===== src/rtl/wbu_stage.sv =====
// Write-back stage: a single-entry pipeline register that commits RF/CSR/trap writes and hands the next PC to fetch.
// Optional performance counters (o_instret, o_stall_cyc) are built when WBU_PERF_EN is defined.
module wbu_stage #(
  parameter int XLEN        = 32,
  parameter int RF_AW       = 5,
  parameter int ECALL_CAUSE = 11
`ifdef WBU_PERF_EN
  ,
  parameter int PERF_W      = 64
`endif
) (
  input  logic             clock,
  input  logic             reset,
  input  logic             i_pre_valid,
  output logic             o_pre_ready,
  input  logic [XLEN-1:0]  i_res,
  input  logic [XLEN-1:0]  i_pc,
  input  logic [XLEN-1:0]  i_pc_next,
  input  logic [RF_AW-1:0] i_rd,
  input  logic             i_rf_wen,
  input  logic             i_csr_wen,
  input  logic [11:0]      i_csr_addr,
  input  logic [XLEN-1:0]  i_csr_wdata,
  input  logic             i_ecall,
  output logic             o_rf_wen,
  output logic [RF_AW-1:0] o_rf_waddr,
  output logic [XLEN-1:0]  o_rf_wdata,
  output logic             o_csr_wen,
  output logic [11:0]      o_csr_waddr,
  output logic [XLEN-1:0]  o_csr_wdata,
  output logic             o_trap_wen,
  output logic [XLEN-1:0]  o_mepc,
  output logic [XLEN-1:0]  o_mcause,
  output logic             o_post_valid,
  input  logic             i_post_ready,
  output logic [XLEN-1:0]  o_pc_next
`ifdef WBU_PERF_EN
  ,
  output logic [PERF_W-1:0] o_instret,
  output logic [PERF_W-1:0] o_stall_cyc
`endif
);

  logic             full_q;
  logic [XLEN-1:0]  pc_q;
  logic [XLEN-1:0]  pc_next_q;
  logic [XLEN-1:0]  res_q;
  logic [RF_AW-1:0] rd_q;
  logic             rf_wen_q;
  logic             csr_wen_q;
  logic [11:0]      csr_addr_q;
  logic [XLEN-1:0]  csr_wdata_q;
  logic             ecall_q;

  logic accept;
  logic commit;

  // Ready while empty, or while the held entry drains this same cycle.
  assign o_pre_ready = ~full_q | i_post_ready;
  assign accept      = i_pre_valid & o_pre_ready;
  assign commit      = full_q & i_post_ready;

  always_ff @(posedge clock) begin
    if (reset) begin
      full_q      <= 1'b0;
      pc_q        <= '0;
      pc_next_q   <= '0;
      res_q       <= '0;
      rd_q        <= '0;
      rf_wen_q    <= 1'b0;
      csr_wen_q   <= 1'b0;
      csr_addr_q  <= '0;
      csr_wdata_q <= '0;
      ecall_q     <= 1'b0;
    end else if (accept) begin
      full_q      <= 1'b1;
      pc_q        <= i_pc;
      pc_next_q   <= i_pc_next;
      res_q       <= i_res;
      rd_q        <= i_rd;
      rf_wen_q    <= i_rf_wen;
      csr_wen_q   <= i_csr_wen;
      csr_addr_q  <= i_csr_addr;
      csr_wdata_q <= i_csr_wdata;
      ecall_q     <= i_ecall;
    end else if (commit) begin
      full_q      <= 1'b0;
    end
  end

  assign o_post_valid = full_q;
  assign o_pc_next    = pc_next_q;

  // x0 is hardwired to zero, so its writes never leave the stage.
  assign o_rf_wen    = commit & rf_wen_q & (rd_q != '0);
  assign o_rf_waddr  = rd_q;
  assign o_rf_wdata  = res_q;
  assign o_csr_wen   = commit & csr_wen_q;
  assign o_csr_waddr = csr_addr_q;
  assign o_csr_wdata = csr_wdata_q;
  assign o_trap_wen  = commit & ecall_q;
  assign o_mepc      = pc_q;
  assign o_mcause    = XLEN'(ECALL_CAUSE);

`ifdef WBU_PERF_EN
  logic [PERF_W-1:0] instret_q;
  logic [PERF_W-1:0] stall_cyc_q;

  always_ff @(posedge clock) begin
    if (reset) begin
      instret_q   <= '0;
      stall_cyc_q <= '0;
    end else begin
      if (commit)
        instret_q <= instret_q + 1'b1;
      if (full_q & ~i_post_ready)
        stall_cyc_q <= stall_cyc_q + 1'b1;
    end
  end

  assign o_instret   = instret_q;
  assign o_stall_cyc = stall_cyc_q;
`endif

endmodule


===== config.mk =====
export PLATFORM = sky130hd
export DESIGN_NAME = wbu_stage
export DESIGN_NICKNAME = d
export VERILOG_FILES = /design/src/rtl/wbu_stage.sv
export SDC_FILE = /design/constraint.sdc
export NUM_CORES = 1
export LEC_CHECK = 0
export ABC_CLOCK_PERIOD_IN_PS = 2300
export CAP_MARGIN = 15
export CORE_MARGIN = 3
export CORE_UTILIZATION = 44
export DETAILED_ROUTE_END_ITERATION = 6
export GPL_TIMING_DRIVEN = 0
export PLACE_DENSITY = 0.95
export REMOVE_ABC_BUFFERS = 1
export SETUP_SLACK_MARGIN = 0.1
export SYNTH_ARGS = -nofsm -noshare
export SYNTH_HDL_FRONTEND = slang
export SYNTH_SLANG_ARGS = --single-unit

===== constraint.sdc =====
create_clock -name clock -period 2.3 [get_ports clock]
set_clock_uncertainty 0.05 [all_clocks]
set_input_delay 0.575 -clock clock [delete_from_list [all_inputs] [get_ports clock]]
set_output_delay 0.575 -clock clock [all_outputs]
set_load 0.01 [all_outputs]

==> results list, run 1 <==
* Finished Cell Area: just over 10000 um^2
- Post-DP Area: 9499 um^2
- Critical path peak fanout: 6
- Summing all flip-flop and latch instances after layout gives 2987 um^2.
* Cells taking the most area after synthesis: sky130_fd_sc_hd__dfxtp_1 45%, sky130_fd_sc_hd__a21bo_2 12%, sky130_fd_sc_hd__a21oi_1 11%
* Worst-case reg-to-reg path depth: 6
- DRC viols: 0
- Number of clock buffers inserted by TritonCTS: 17
* X dimension of the die: around 130 um
- Fin. Hold Viols: 0
- H-tree levels: 4
- The average instance in the mapped netlist occupies ~9.3 um^2.
- The worst setup path is of the in -> out kind.
- The synthesized netlist occupies a cell area of 6654 um^2.
- By area, the combinational part of the netlist is dominated by compound AO/OA/AOI/OAI gates.
* Die outline height: roughly 130 um
* Pins over their slew limit: 0
- Synthesis produced a netlist whose cell count is approximately 700.
* Number of clock sinks: 149
* Effective utilization at floorplan: 0.4544
* Arithmetic-cell share of the synthesized area counting full adders, half adders and majority gates: 0
- Proportion of register bits with asynchronous set or reset after synthesis: 0
* Initial DRT Pass Iterations: 5
* Setup violation total in the final timing report: 0
* Number of core rows: 44
* Kind of capture point of the worst setup path: output port
- Share of cells above drive strength 1: 0.1241
* Final critical delay including setup and external delays: roughly 2.2 ns
- Flop and latch count out of synthesis: around 150
* Number of distinct library cells after synthesis: 16
* Antenna violations before repair: 0
* Max-slew headroom: 0.4666
- DP HPWL: around 13 mm
* Multiplexer share of the synthesized area: 0
- Core Region: between 10000 and 15000 um^2
- At the placement stage, the worst setup path has a slack of -0.6525 ns.
- The commonest cells after synthesis are 150 x sky130_fd_sc_hd__a21oi_1, 149 x sky130_fd_sc_hd__dfxtp_1, 149 x sky130_fd_sc_hd__nand3_1, 78 x sky130_fd_sc_hd__a21bo_2, 70 x sky130_fd_sc_hd__a21bo_1.
- Largest vdd supply drop: around 0.00048 V
* Total global routing overflow: 0
- At the pin with the least slew margin, the transition time is around 0.8 ns.
* Kind of start point of the critical path: input pin
- Power spread over the standard cell area amounts to about 690 nW/um^2.
- Ports: about 330
* Run status: complete, no violations
- Max Root-Sink Buffers: 2
- Number of nets in the finished design: 1114
* Critical R2R Launch: o_post_valid
* Area of the multi-input gates: approximately 3200 um^2
* Number of synthesized flops with an enable pin: 0
- Static Leak: 0.003902 uW
* Xor and xnor fraction of the mapped netlist area: 0
- Buffers inserted to repair hold after CTS numbered 0.
* Final routed wire length divided by cell count: around 17 um
- Fraction of post-synthesis cell area in the top cell type by area: 0.4483
- Worst endpoint data arrival time: 1.56 ns
- RSZ-0062 raised after global routing: false
* Worst min-delay path class: reg -> reg
* Syn. warnings: 0
* Detail-routed via count per cell: ~5.3
- CTS tree: done
- Die Outline Area: between 15000 and 20000 um^2
- For this run, the total global-route usage over all layers was measured as 0.2261.
- Core utilization of the finished layout: 0.6940
- Sequential area share after synthesis: 0.4483
- The fraction of the mapped netlist area in compound gates came to 0.3355.
- In this run, the number of DRC markers left after iteration 0 of detailed routing was ~350.
* Reg-to-Reg End: o_rf_wdata[12]
* Total Neg Setup Slack: 0 ns
- Fillcell total: around 1100
* Last element of the critical path: o_pre_ready
* Antenna viol nets, final: 0
* Max-Cap Viols: 0
* Fmax: 457.8 MHz
- Clock-pin slew was measured on the worst setup and hold paths at ~0.060 ns.
* Worst Path Required: roughly 1.7 ns
- Largest area contributor in the netlist: sky130_fd_sc_hd__dfxtp_1
- Entering global routing, the biggest net connects 160 pins.
- The most used flip-flop cell after synthesis is sky130_fd_sc_hd__dfxtp_1.
- Of the total synthesized cell area, the portion taken by AND, OR, NAND and NOR gates is 0.1162.
* Global placement routability congestion: 0.7601
- Post-synthesis to final-layout area growth: 52.75%
- In this run the worst setup path begins at i_post_ready.
- Setup slack closes at ~0.12 ns.
- Worst skew pair latency: between 0.4 and 0.5 ns
- The tree is rooted in a sky130_fd_sc_hd__clkbuf_16.
- The number of antenna diodes in the final layout is 0.
- Wire length after detailed routing: between 15 and 20 mm
- Most frequent cell after synthesis: sky130_fd_sc_hd__a21oi_1
- In the finished design, the share of the clock period the worst path needs comes to 0.9497.
- Register-to-register path setup slack: between 0.4 and 0.5 ns
- The first global-routing pass estimated around 30 mm of wire.
- The routed layout has 6187 vias.
- The count of buffers added on input and output ports is approximately 300.
* Number of global-route vias before repair: between 5000 and 6000
state kept, by name, indices dropped and copies added, names as in the netlist:
| name | count |
|---|---|
| o_csr_wdata | 32 |
| o_mepc | 32 |
| o_rf_waddr | 5 |
| rf_wen_q | 1 |
| o_pc_next | 32 |
| csr_wen_q | 1 |
| o_csr_waddr | 12 |
| o_rf_wdata | 32 |
| ecall_q | 1 |
| o_post_valid | 1 |
metrics by stage:
step / power [uW] / cells / hold WS [ns]
after floorplan: 3283 / 634 / 0.4935
after global placement: 4056 / 1119 / 0.5062
after detailed placement: 4037 / 1124 / 0.5062
after CTS: 7016 / 1159 / 0.5234
after global routing: 7215 / 1159 / 0.5353
final: 6966 / 1159 / 0.5198
worst min path at each step:
stage,from,end,slack (ns),cells after the start
after floorplan,csr_wen_q,csr_wen_q,0.49,2
after global placement,o_pc_next[0],o_pc_next[0],0.51,2
after detailed placement,o_mepc[15],o_mepc[15],0.51,2
after CTS,o_pc_next[13],o_pc_next[13],0.52,2
after global routing,o_mepc[27],o_mepc[27],0.54,2
final,o_pc_next[12],o_pc_next[12],0.52,2
where the power goes:
group | switching (uW) | internal, uW
registers | 78.3 | 2730
logic | 508 | 685
clock network | 1080 | 1880
cells in the final DEF (no fill, tap or decap), types with 2 or more instances in the layout:
cell type                         Yosys  routed
sky130_fd_sc_hd__a21bo_1             70      70
sky130_fd_sc_hd__a21bo_2             78      78
sky130_fd_sc_hd__a21oi_1            150     150
sky130_fd_sc_hd__and3_1               2       2
sky130_fd_sc_hd__buf_16               0       4
sky130_fd_sc_hd__bufinv_16            0       4
sky130_fd_sc_hd__clkbuf_1            44       2
sky130_fd_sc_hd__clkbuf_16            0      17
sky130_fd_sc_hd__clkbuf_8             0       2
sky130_fd_sc_hd__clkdlybuf4s50_1      0     295
sky130_fd_sc_hd__clkinv_2             0       3
sky130_fd_sc_hd__clkinv_4             0       2
sky130_fd_sc_hd__conb_1               2      32
sky130_fd_sc_hd__dfxtp_1            149     148
sky130_fd_sc_hd__dlymetal6s2s_1       0       2
sky130_fd_sc_hd__inv_6                0       2
sky130_fd_sc_hd__nand2b_2             0       2
sky130_fd_sc_hd__nand3_1            149     149
layer usage:
layer  GRT usage  vias up  part of all wire
li1            -     2975                 -
met5           0        -                 0
met2      0.3881      257              0.51
met3     0.08883       39             0.087
met1      0.2500     2916              0.38
met4     0.09203        0             0.027
cells by family (layout without fill, tap and decap cells):
logic type,Yosys count,after routing
other cells,2,32
flops,149,149
simple gates,154,156
buf+inv,116,340
compound gates,298,298
what timing repair did:
action                                  4_1_cts  5_1_grt
buffers inserted                              1        0
pin swaps                                     0        0
gates resized for setup                       6        2
gates cloned                                  2        0
endpoints found under the setup margin       51        2
area by class of cell:
cell class	instances	area share
timing repair buffer	307	0.3111
multi-input combinational	486	0.3100
clock inverter	11	0.01674
clock buffer	21	0.04530
sequential	149	0.2939
inverter	1	0.0003693
tap	184	0.02265
worst max-delay path: stages:
cell and delay, ns:
sky130_fd_sc_hd__clkdlybuf4s15_2 0.25, sky130_fd_sc_hd__nand2b_4 0.18, sky130_fd_sc_hd__clkdlybuf4s50_1 0.55
No activity file was read; power rests on OpenSTA's default activity.
==> run 2, diff against run 1 <==
CAP_MARGIN = 20   (was 15)
==> run 2 against run 1 <==
Net effect: fmax increased by 1.0%; final area decreased by 0.36%; critical path depth unchanged; sequential share of layout area increased by 0.11 points; worst hold slack improved by 0.0019 ns; count of clock-buffer cells in the layout unchanged; core utilization decreased by 0.25 points; largest cell class unchanged.
==> results list, run 2 (synthesis gave the netlist of run 1 again) <==
- CTS saw 149 sinks.
* Most frequent cells in the layout: 296 x sky130_fd_sc_hd__clkdlybuf4s50_1, 150 x sky130_fd_sc_hd__a21oi_1, 149 x sky130_fd_sc_hd__nand3_1
- Of all nets on the critical path, the largest fanout is 6.
- The worst setup path is launched from an input pin.
* CTS Hold Buffers Added: 0
- The final layout contains around 1100 nets.
- Total Neg Setup Slack: 0 ns
- Setup violation total in the final timing report: 0
- The worst path needs around 2.2 ns of the cycle, external delays included.
- Entering global routing, the biggest net connects 160 pins.
* Number of diodes: 0
- Share of cells above drive strength 1: 0.1224
- The count of final hold-check violations was 0.
- Max Root-Sink Buffers: 2
- Vias post-DR: 6119
- Die Outline Area: between 15000 and 20000 um^2
- Fmax: 462.6 MHz
- Leading cell type in the layout, fill and taps excluded: sky130_fd_sc_hd__clkdlybuf4s50_1
- The total overflow left after global routing is 0.
- The path class of the tightest hold or removal check is reg -> reg.
* Number of core rows: 44
- The first global-routing pass estimated 29.51 mm of wire.
* Critical Setup Path Class: in -> out
- Data on the critical path is required at its endpoint by 1.67 ns.
* Wire length after detailed routing: between 15 and 20 mm
- At the end of the flow the core is filled with cells to 0.6916.
- Buffers inserted during clock tree synthesis total 17.
- IR analysis of the VDD net gives a maximum drop of between 0.0004 and 0.0005 V.
* Core Region: roughly 15000 um^2
* Antenna viol nets, final: 0
- Worst Tran Pin Value: 0.8148 ns
- After the first detailed-routing iteration, the DRC count stood at between 300 and 400.
- RSZ-0062 raised after global routing: false
- Fill cells in the final layout number 1068.
- Final standard cell count with taps included and fillers excluded: approximately 1200
- Final Cycle Share: 0.9399
* Max-Cap Viols: 0
* Max-slew headroom: 0.4568
- Clock-pin slew on the worst setup and hold paths: approximately 0.050 ns
- Aggregate global-route resource usage: 0.2193
- The H-tree was split into 4 levels.
- TritonCTS built the clock tree.
* Kind of capture point of the worst setup path: output port
- Compared with the post-synthesis result, the final layout area differs by 52.20%.
- CTS root buffer: sky130_fd_sc_hd__clkbuf_16
- The via count of the first global-routing pass was about 5900.
- Cell Pwr Density: around 670 nW/um^2
- DRC viols: 0
* X dimension of the die: roughly 130 um
- Once placement completed, the tool counted placed cells totaling approximately 1100.
- Antenna violations before repair: 0
- At the end of routability-driven placement, the weighted congestion stood at 0.7601.
- Static Leak: between 0.003 and 0.004 uW
- For this configuration, the core starts out at a cell density of 0.4544.
- Worst endpoint data arrival time: 1.54 ns
* Run status: complete, no violations
- Worst skew pair latency: approximately 0.40 ns
* Die outline height: 129.0 um
- Initial DRT Pass Iterations: 5
* DP HPWL: 12.90 mm
- After detailed routing, the average wire length per cell comes to between 15 and 20 um.
* Number of port buffers: roughly 300
* Pins over their slew limit: 0
* Detail-routed via count per cell: between 5 and 6
- Ports: ~330
run 2: cell count changes in the layout (fill, tap and decap cells not counted), sizes merged:
cell,delta
bufinv,-1
clkdlybuf4s50,+1
clkinv,-3
clkinvlp,+3
dlymetal6s2s,-1
inv,-2
run 2: cell type report:
type                    instances  area [um^2]  share of cell area
repair buffers                307         3159              0.3120
well taps                     184        230.2             0.02273
inverters                       1        3.754           0.0003706
clock inverters                 8        126.4             0.01248
flip-flops and latches        149         2987              0.2949
clock buffers                  21        470.5             0.04645
multi-input cells             486         3151              0.3111
run 2: repair_timing:
| item | 4_1_cts | 5_1_grt |
|---|---|---|
| setup buffers | 1 | 0 |
| resized for setup | 6 | 1 |
| hold endpoints to repair | 0 | 0 |
| endpoints found under the setup margin | 51 | 1 |
| gates cloned | 2 | 0 |
run 2: metal layers:
metal / track usage / wire length (um) / up-vias
met2: 0.3823 / 9757 / 249
met4: 0.08894 / 535 / 0
met5: 0 / 0 / -
met1: 0.2420 / 7517 / 2857
li1: - / - / 2973
met3: 0.07929 / 1648 / 40
run 2: final timing paths:
kind	startpoint	slack, ns	end	cells after the start
max	i_post_ready	0.14	o_pre_ready	3
min	o_csr_waddr[5]	0.52	o_csr_waddr[5]	2
min reg2reg	o_csr_waddr[5]	0.52	o_csr_waddr[5]	2
max reg2reg	o_post_valid	0.42	o_rf_wdata[12]	6
run 2: where the power goes:
group	switching (uW)	leakage, uW	internal, uW
logic	503	0.00234	685
clock network	1030	0.000283	1780
registers	75.6	0.00123	2730
run 2: worst max-delay path, stage by stage:
cell	delay [ns]
sky130_fd_sc_hd__clkdlybuf4s15_2	0.25
sky130_fd_sc_hd__nand2b_4	0.17
sky130_fd_sc_hd__clkdlybuf4s50_1	0.54
run 2: per-stage QoR:
stage	power [uW]	instance area [um^2]	setup slack (ns)	hold WS [ns]
final	6800	10130	0.1383	0.5217
after global routing	7058	10130	0.1006	0.5313
after CTS	6866	10120	0.1405	0.5222
after detailed placement	4037	9499	-0.6531	0.5083
after global placement	4056	9355	-8.280	0.5062
after floorplan	3283	6112	-4.511	0.4935
